`src/rtl/call_frame_ctrl_pkg.sv`:
```
// Shared widths, state/trap encodings and frame record layout for the call/return controller.
package call_frame_ctrl_pkg;

  localparam int unsigned FRAME_DEPTH = 32;
  localparam int unsigned FRAME_AW    = 5;
  localparam int unsigned PC_W        = 32;
  localparam int unsigned ST_AW       = 5;
  localparam int unsigned ST_DEPTH    = 32;
  localparam int unsigned CNT_W       = 8;

  localparam int unsigned ADDR_W  = ST_AW + 1;
  localparam int unsigned DEPTH_W = FRAME_AW + 1;
  // Overflow check width: wide enough that top_pointer + local_cnt never wraps.
  localparam int unsigned CHK_W   = (ST_AW + 2 > CNT_W + 1) ? ST_AW + 2 : CNT_W + 1;

  typedef enum logic [2:0] {
    ST_IDLE,
    ST_CALL_EXEC,
    ST_RET_EXEC,
    ST_HALTED,
    ST_TRAPPED
  } state_e;

  typedef enum logic [1:0] {
    TRAP_NONE      = 2'd0,
    TRAP_FRAME_OVF = 2'd1,
    TRAP_PARAM_UNF = 2'd2,
    TRAP_STACK_OVF = 2'd3
  } trap_e;

  // One saved frame: where to resume plus the caller's frame context.
  typedef struct packed {
    logic [PC_W-1:0]  ret_pc;
    logic [ST_AW:0]   base;
    logic [CNT_W-1:0] n_param;
    logic [CNT_W-1:0] n_local;
    logic             res;
  } frame_rec_t;

  localparam int unsigned FRAME_REC_W = $bits(frame_rec_t);

endpackage

```
`src/rtl/call_frame_ctrl_frame_stack_ram.sv`:
```
// Private frame stack storage: synchronous push write, combinational read of the top entry.
module call_frame_ctrl_frame_stack_ram
  import call_frame_ctrl_pkg::*;
(
  input  logic                clk,
  input  logic                push_i,
  input  logic [FRAME_AW-1:0] wr_addr_i,
  input  frame_rec_t          wr_data_i,
  input  logic [FRAME_AW-1:0] rd_addr_i,
  output frame_rec_t          rd_data_o
);

  frame_rec_t mem_q [FRAME_DEPTH];

  // Write the pushed record; contents need no reset since depth gates every read.
  always_ff @(posedge clk) begin
    if (push_i) begin
      mem_q[wr_addr_i] <= wr_data_i;
    end
  end

  assign rd_data_o = mem_q[rd_addr_i];

endmodule

```
`src/rtl/call_frame_ctrl.sv`:
```
// Sequences WebAssembly call/return against the operand stack and tracks the active frame.
module call_frame_ctrl
  import call_frame_ctrl_pkg::*;
(
  input  logic              clk,
  input  logic              rst_n,
  input  logic              call_req,
  input  logic              ret_req,
  input  logic [CNT_W-1:0]  param_cnt,
  input  logic [CNT_W-1:0]  local_cnt,
  input  logic              result_cnt,
  input  logic [PC_W-1:0]   ret_pc_in,
  output logic              call_ack,
  output logic              ret_ack,
  output logic              pc_redirect,
  output logic [PC_W-1:0]   pc_target,
  output logic              halt,
  output logic              trap,
  output logic [1:0]        trap_code,
  input  logic [ST_AW:0]    top_pointer,
  output logic              os_call,
  output logic              os_return,
  output logic [CNT_W-1:0]  os_alloc_size,
  output logic [ST_AW-1:0]  os_stack_tag,
  output logic              os_push_num,
  output logic              os_push_sel_result,
  input  logic [CNT_W-1:0]  local_idx,
  output logic [ST_AW:0]    local_addr,
  output logic              local_oob,
  output logic [FRAME_AW:0] depth
);

  state_e            state_q, state_d;
  logic [FRAME_AW:0] depth_q, depth_d;
  logic [ST_AW:0]    cur_base_q, cur_base_d;
  logic [CNT_W-1:0]  cur_param_q, cur_param_d;
  logic [CNT_W-1:0]  cur_local_q, cur_local_d;
  logic              cur_res_q, cur_res_d;

  logic [PC_W-1:0]   lat_ret_pc_q, lat_ret_pc_d;
  logic [CNT_W-1:0]  lat_param_q, lat_param_d;
  logic [CNT_W-1:0]  lat_local_q, lat_local_d;
  logic              lat_res_q, lat_res_d;
  logic [ST_AW:0]    new_base_q, new_base_d;

  logic              call_ack_q, call_ack_d;
  logic              ret_ack_q, ret_ack_d;
  logic              pc_redirect_q, pc_redirect_d;
  logic [PC_W-1:0]   pc_target_q, pc_target_d;
  logic              halt_q, halt_d;
  logic              trap_q, trap_d;
  logic [1:0]        trap_code_q, trap_code_d;
  logic              os_call_q, os_call_d;
  logic              os_return_q, os_return_d;
  logic [CNT_W-1:0]  os_alloc_size_q, os_alloc_size_d;
  logic [ST_AW-1:0]  os_stack_tag_q, os_stack_tag_d;
  logic              os_push_num_q, os_push_num_d;
  logic              os_push_sel_q, os_push_sel_d;

  logic              frame_push;
  frame_rec_t        wr_rec;
  frame_rec_t        rd_rec;

  call_frame_ctrl_frame_stack_ram u_frame_ram (
    .clk       (clk),
    .push_i    (frame_push),
    .wr_addr_i (FRAME_AW'(depth_q)),
    .wr_data_i (wr_rec),
    .rd_addr_i (FRAME_AW'(depth_q - DEPTH_W'(1))),
    .rd_data_o (rd_rec)
  );

  // State, frame context and registered outputs.
  always_ff @(posedge clk or negedge rst_n) begin
    if (!rst_n) begin
      state_q         <= ST_IDLE;
      depth_q         <= '0;
      cur_base_q      <= '0;
      cur_param_q     <= '0;
      cur_local_q     <= '0;
      cur_res_q       <= 1'b0;
      lat_ret_pc_q    <= '0;
      lat_param_q     <= '0;
      lat_local_q     <= '0;
      lat_res_q       <= 1'b0;
      new_base_q      <= '0;
      call_ack_q      <= 1'b0;
      ret_ack_q       <= 1'b0;
      pc_redirect_q   <= 1'b0;
      pc_target_q     <= '0;
      halt_q          <= 1'b0;
      trap_q          <= 1'b0;
      trap_code_q     <= '0;
      os_call_q       <= 1'b0;
      os_return_q     <= 1'b0;
      os_alloc_size_q <= '0;
      os_stack_tag_q  <= '0;
      os_push_num_q   <= 1'b0;
      os_push_sel_q   <= 1'b0;
    end else begin
      state_q         <= state_d;
      depth_q         <= depth_d;
      cur_base_q      <= cur_base_d;
      cur_param_q     <= cur_param_d;
      cur_local_q     <= cur_local_d;
      cur_res_q       <= cur_res_d;
      lat_ret_pc_q    <= lat_ret_pc_d;
      lat_param_q     <= lat_param_d;
      lat_local_q     <= lat_local_d;
      lat_res_q       <= lat_res_d;
      new_base_q      <= new_base_d;
      call_ack_q      <= call_ack_d;
      ret_ack_q       <= ret_ack_d;
      pc_redirect_q   <= pc_redirect_d;
      pc_target_q     <= pc_target_d;
      halt_q          <= halt_d;
      trap_q          <= trap_d;
      trap_code_q     <= trap_code_d;
      os_call_q       <= os_call_d;
      os_return_q     <= os_return_d;
      os_alloc_size_q <= os_alloc_size_d;
      os_stack_tag_q  <= os_stack_tag_d;
      os_push_num_q   <= os_push_num_d;
      os_push_sel_q   <= os_push_sel_d;
    end
  end

  // Next state; pulse outputs are loaded on the edge entering their execute cycle.
  always_comb begin
    state_d         = state_q;
    depth_d         = depth_q;
    cur_base_d      = cur_base_q;
    cur_param_d     = cur_param_q;
    cur_local_d     = cur_local_q;
    cur_res_d       = cur_res_q;
    lat_ret_pc_d    = lat_ret_pc_q;
    lat_param_d     = lat_param_q;
    lat_local_d     = lat_local_q;
    lat_res_d       = lat_res_q;
    new_base_d      = new_base_q;
    call_ack_d      = 1'b0;
    ret_ack_d       = 1'b0;
    pc_redirect_d   = 1'b0;
    pc_target_d     = '0;
    halt_d          = halt_q;
    trap_d          = trap_q;
    trap_code_d     = trap_code_q;
    os_call_d       = 1'b0;
    os_return_d     = 1'b0;
    os_alloc_size_d = '0;
    os_stack_tag_d  = '0;
    os_push_num_d   = 1'b0;
    os_push_sel_d   = 1'b0;
    frame_push      = 1'b0;
    wr_rec          = '{ret_pc: lat_ret_pc_q, base: cur_base_q, n_param: cur_param_q,
                        n_local: cur_local_q, res: cur_res_q};

    unique case (state_q)
      ST_IDLE: begin
        if (call_req) begin
          lat_ret_pc_d = ret_pc_in;
          lat_param_d  = param_cnt;
          lat_local_d  = local_cnt;
          lat_res_d    = result_cnt;
          if (depth_q == DEPTH_W'(FRAME_DEPTH)) begin
            state_d     = ST_TRAPPED;
            trap_d      = 1'b1;
            trap_code_d = TRAP_FRAME_OVF;
          end else if (CHK_W'(top_pointer) < CHK_W'(param_cnt)) begin
            state_d     = ST_TRAPPED;
            trap_d      = 1'b1;
            trap_code_d = TRAP_PARAM_UNF;
          end else if (CHK_W'(top_pointer) + CHK_W'(local_cnt) > CHK_W'(ST_DEPTH)) begin
            state_d     = ST_TRAPPED;
            trap_d      = 1'b1;
            trap_code_d = TRAP_STACK_OVF;
          end else begin
            state_d         = ST_CALL_EXEC;
            new_base_d      = top_pointer - ADDR_W'(param_cnt);
            call_ack_d      = 1'b1;
            os_call_d       = 1'b1;
            os_alloc_size_d = local_cnt;
          end
        end else if (ret_req) begin
          if (depth_q == '0) begin
            state_d   = ST_HALTED;
            halt_d    = 1'b1;
            ret_ack_d = 1'b1;
          end else if (cur_res_q && (top_pointer == cur_base_q)) begin
            state_d     = ST_TRAPPED;
            trap_d      = 1'b1;
            trap_code_d = TRAP_PARAM_UNF;
          end else begin
            state_d        = ST_RET_EXEC;
            ret_ack_d      = 1'b1;
            pc_redirect_d  = 1'b1;
            pc_target_d    = rd_rec.ret_pc;
            os_return_d    = 1'b1;
            os_stack_tag_d = cur_base_q[ST_AW-1:0];
            os_push_num_d  = cur_res_q;
            os_push_sel_d  = cur_res_q;
          end
        end
      end
      ST_CALL_EXEC: begin
        frame_push  = 1'b1;
        depth_d     = depth_q + DEPTH_W'(1);
        cur_base_d  = new_base_q;
        cur_param_d = lat_param_q;
        cur_local_d = lat_local_q;
        cur_res_d   = lat_res_q;
        state_d     = ST_IDLE;
      end
      ST_RET_EXEC: begin
        depth_d     = depth_q - DEPTH_W'(1);
        cur_base_d  = rd_rec.base;
        cur_param_d = rd_rec.n_param;
        cur_local_d = rd_rec.n_local;
        cur_res_d   = rd_rec.res;
        state_d     = ST_IDLE;
      end
      ST_HALTED:  state_d = ST_HALTED;
      ST_TRAPPED: state_d = ST_TRAPPED;
      default:    state_d = ST_IDLE;
    endcase
  end

  // Local index to absolute stack address, with a range flag against the frame's locals.
  always_comb begin
    local_addr = cur_base_q + ADDR_W'(local_idx);
    local_oob  = (CHK_W'(local_idx) >= (CHK_W'(cur_param_q) + CHK_W'(cur_local_q)));
  end

  assign call_ack           = call_ack_q;
  assign ret_ack            = ret_ack_q;
  assign pc_redirect        = pc_redirect_q;
  assign pc_target          = pc_target_q;
  assign halt               = halt_q;
  assign trap               = trap_q;
  assign trap_code          = trap_code_q;
  assign os_call            = os_call_q;
  assign os_return          = os_return_q;
  assign os_alloc_size      = os_alloc_size_q;
  assign os_stack_tag       = os_stack_tag_q;
  assign os_push_num        = os_push_num_q;
  assign os_push_sel_result = os_push_sel_q;
  assign depth              = depth_q;

endmodule
```
`config.mk`:
```
export PLATFORM = sky130hd
export DESIGN_NAME = call_frame_ctrl
export DESIGN_NICKNAME = d
export VERILOG_FILES = /design/src/rtl/call_frame_ctrl_pkg.sv /design/src/rtl/call_frame_ctrl_frame_stack_ram.sv /design/src/rtl/call_frame_ctrl.sv
export SDC_FILE = /design/constraint.sdc
export NUM_CORES = 2
export LEC_CHECK = 0
export CORE_UTILIZATION = 30
export DETAILED_ROUTE_END_ITERATION = 12
export HOLD_SLACK_MARGIN = 0.1
export PLACE_DENSITY_LB_ADDON = 0.15
export SYNTH_ARGS = -nofsm -noshare
export SYNTH_HDL_FRONTEND = slang
export SYNTH_HIERARCHICAL = 1
export SYNTH_SLANG_ARGS = --single-unit
```
`constraint.sdc`:
```
create_clock -name clk -period 6.15 [get_ports clk]
set_input_delay 0.9225 -clock clk [delete_from_list [all_inputs] [get_ports clk]]
set_output_delay 0.9225 -clock clk [all_outputs]
set_load 0.02 [all_outputs]
```
==> run metrics <==
Worst EP required between 5 and 6 ns; Sink Count 1,900; register area share after synthesis between 70% and 80%; H-tree Lvls 4; maximum clock rate 183 MHz; Cell Area, Placed between 80,000 and 90,000 um2; DP Wirelength 113,000 um; worst path arrival time about 4.5 ns; CTS Buf Count between 200 and 250; total of max-cap violations 0; Hold Path End halt; R2R cell count 11; Hold Crit Depth 2; Slew @ Worst Pin between 1 and 1.5 ns; min-delay worst type reg2reg; First DRT Iteration DRCs between 3,000 and 4,000; initial antenna violation count 12; final antenna-violating net count 0; Pwr Total approximately 0.026 W; Sw Share between 10% and 20%; Final Skew just under 0.05 ns; Tmin final 5.45 ns; Total GRT Usage roughly 18%; clock power share 46.7%; Setup WS pre-CTS 1.55 ns; vias per inst ~4.9; # DRC 0; TritonCTS clock tree built; RSZ-0062 raised after global routing no; Clock Tree Buf Depth 3; post-route cell area 87,600 um2; worst flop-to-flop path startpoint depth[0]; routed len/inst 27.5 um; GR Overflow Total 0; # setup viols final 0; IO Port Bufs ~140; LEAKAGE about 30 nW; setup tns final 0 ns; met2 Usage GRT 27.3%; maximum fanout along the worst path 34; worst setup path start cur_local_q[1]; Starting Density between 30% and 40%; Rows between 150 and 200; # fillers ~24,000; Mapped Cells roughly 4,400; M1 GR Usage between 20 and 30%; top_reg_cell synth edfxtp_1; Async S/R FF share, synth roughly 7.4%; Placer Congestion 0.749; # Post-CTS Setup Buffers 0; Pint roughly 0.021 W; most frequent cells in the layout edfxtp_1 (1,760), mux2i_1 (882), nand2_1 (221); setup ws final around 0.7 ns; multi-input combinational cell area roughly 17,000 um2; WHS between 0.4 and 0.5 ns; Critical Path Start Type flip-flop; Power Density roughly 300 nW/um2; VDD IR max 0.295 mV; first-pass GRT wire length roughly 310,000 um; Final Hold Fails 0; First-pass DRT Iterations 6; vias in the first global route 40,300; Register-to-Register Setup Slack 1.80 ns; Top Usage Layer GRT met2; sequential share of power 52.7%; max-slew violation count 0; storage element area 56,400 um2; root buffer cell clkbuf_16; GRT met3 Usage roughly 2.8%; combinational power share 0.6%; mapped cell area about 75,000 um2; Clock transition at path regs ~0.06 ns; status finished clean; Post-synth EDFFs 1,760; most common cell after layout, fill and taps aside edfxtp_1; Synth Warn # 6; Avg Cell Area, Syn about 17 um2; # hold bufs at CTS 1; clk_lat worst skew 0.85 ns; # resized after CTS 0; relative slew slack between 10% and 20%; Die W between 500 and 600 um; Die Y approximately 500 um; end of the worst register-to-register path cur_local_q[0]; largest net degree at the start of global routing ~140; DIE AREA 252,000 um2; Switch Pwr approximately 0.0053 W; Critical Path End Type primary output; Area Growth Syn to Fin 16.8%; WL final 222,000 um; Min-Delay Startpoint halt; I/O pin cnt approximately 140; via count approximately 40,000; layout cells sized above 1 between 10 and 15%; nets@finish approximately 4,700; Synth cell types 62; Core Area 249,000 um2; Crit Path Category reg2out; final period utilization 88.6%; synthesis-stage register bit count 1,900
==> cell type report <==
class / instances / share of cell area, %
sequential: 1900 / 64.3
multi-input combinational: 2183 / 19.8
clock buffer: 301 / 6.75
tap: 3330 / 4.76
timing repair buffer: 269 / 3.27
clock inverter: 84 / 0.979
inverter: 27 / 0.124
antenna: 5 / 0.0143
==> worst max-delay path by stage <==
stage,end
5_1_grt,local_oob
3_3_place_gp,local_oob
2_1_floorplan,u_frame_ram/mem_q[20][0]
6_report,local_oob
4_1_cts,local_oob
3_5_place_dp,local_oob
==> power by group through the flow <==
stage / Sequential [W] / Clock (W) / Combinational (W)
CTS: 0.0139 / 0.0127 / 0.000166
global placement: 0.0142 / 0 / 0.000164
global route: 0.0139 / 0.0132 / 0.000177
floorplan: 0.0142 / 0 / 0.0000569
finish: 0.0139 / 0.0123 / 0.000161
detailed placement: 0.0142 / 0 / 0.000165
==> worst max-delay path, stage by stage (launching register included) <==
cell             delay, ns
dfrtp_1               0.32
buf_4                 0.32
inv_1                 0.14
fa_1                  0.44
nor2b_1               0.13
o21ai_0               0.11
a21oi_1               0.19
o21ai_0               0.09
nand2b_1              0.12
xnor2_1               0.09
ha_1                  0.29
nand3_1               0.07
o21ai_0               0.18
a21oi_1               0.09
a211oi_1              0.42
clkdlybuf4s50_1       0.70
==> stage by stage <==
step / instances / util, %
global placement: 7708 / 32.5
finish: 8099 / 35.2
detailed placement: 7708 / 32.5
CTS: 8094 / 35.2
floorplan: 4354 / -
global route: 8095 / 35.2
==> sequential cells by signal (all words and copies together), names as in the netlist, 2 cells and up <==
signal	count
u_frame_ram/mem_q	1760
lat_ret_pc_q	32
pc_target	32
cur_local_q	8
cur_param_q	8
lat_local_q	8
lat_param_q	8
os_alloc_size	8
cur_base_q	6
depth	6
new_base_q	6
os_stack_tag	5
state_q	3
trap_code	2
==> cells in the mapped netlist, types with 4 or more instances <==
cell type / number / area, um2
nor2_1: 55 / 206
buf_1: 10 / 37.5
clkbuf_1: 80 / 300
clkbuf_4: 5 / 37.5
a21oi_1: 181 / 906
buf_6: 35 / 394
buf_8: 9 / 135
nand2_1: 222 / 833
buf_2: 60 / 300
nand3b_1: 7 / 52.6
nor2b_1: 5 / 31.3
mux2_2: 52 / 586
and2_2: 6 / 45.0
o21ai_0: 12 / 60.1
dfrtp_1: 140 / 3500
inv_1: 27 / 101
a21o_1: 8 / 60.1
edfxtp_1: 1760 / 52900
and2_1: 42 / 263
ha_1: 36 / 450
buf_4: 45 / 338
a22o_1: 110 / 963
xnor2_1: 18 / 158
mux2i_1: 882 / 8830
fa_1: 4 / 80.1
a22oi_1: 185 / 1390
a31oi_1: 57 / 357
nor3_1: 68 / 340
nand3_1: 170 / 851
nand2b_1: 8 / 50.1
xor2_1: 10 / 87.6
==> cell families after synthesis <==
family / count (synthesis) / synth area share [%]
compound gates: 574 / 5.25
xor+xnor: 28 / 0.327
fa+ha+maj: 40 / 0.707
buf+inv: 271 / 2.19
flops: 1900 / 75.1
mux: 935 / 12.6
other cells: 1 / 0.00500
simple gates: 604 / 3.81
==> metal layers <==
layer  part of all wire (%)  vias to the layer above
met1                     47                    21100
met4                    2.1                        2
met2                     46                      886
met5                 0.0049                        -
met3                    4.6                      276
li1                       -                    17600
Note: power is estimated with default switching activity, not from simulation.
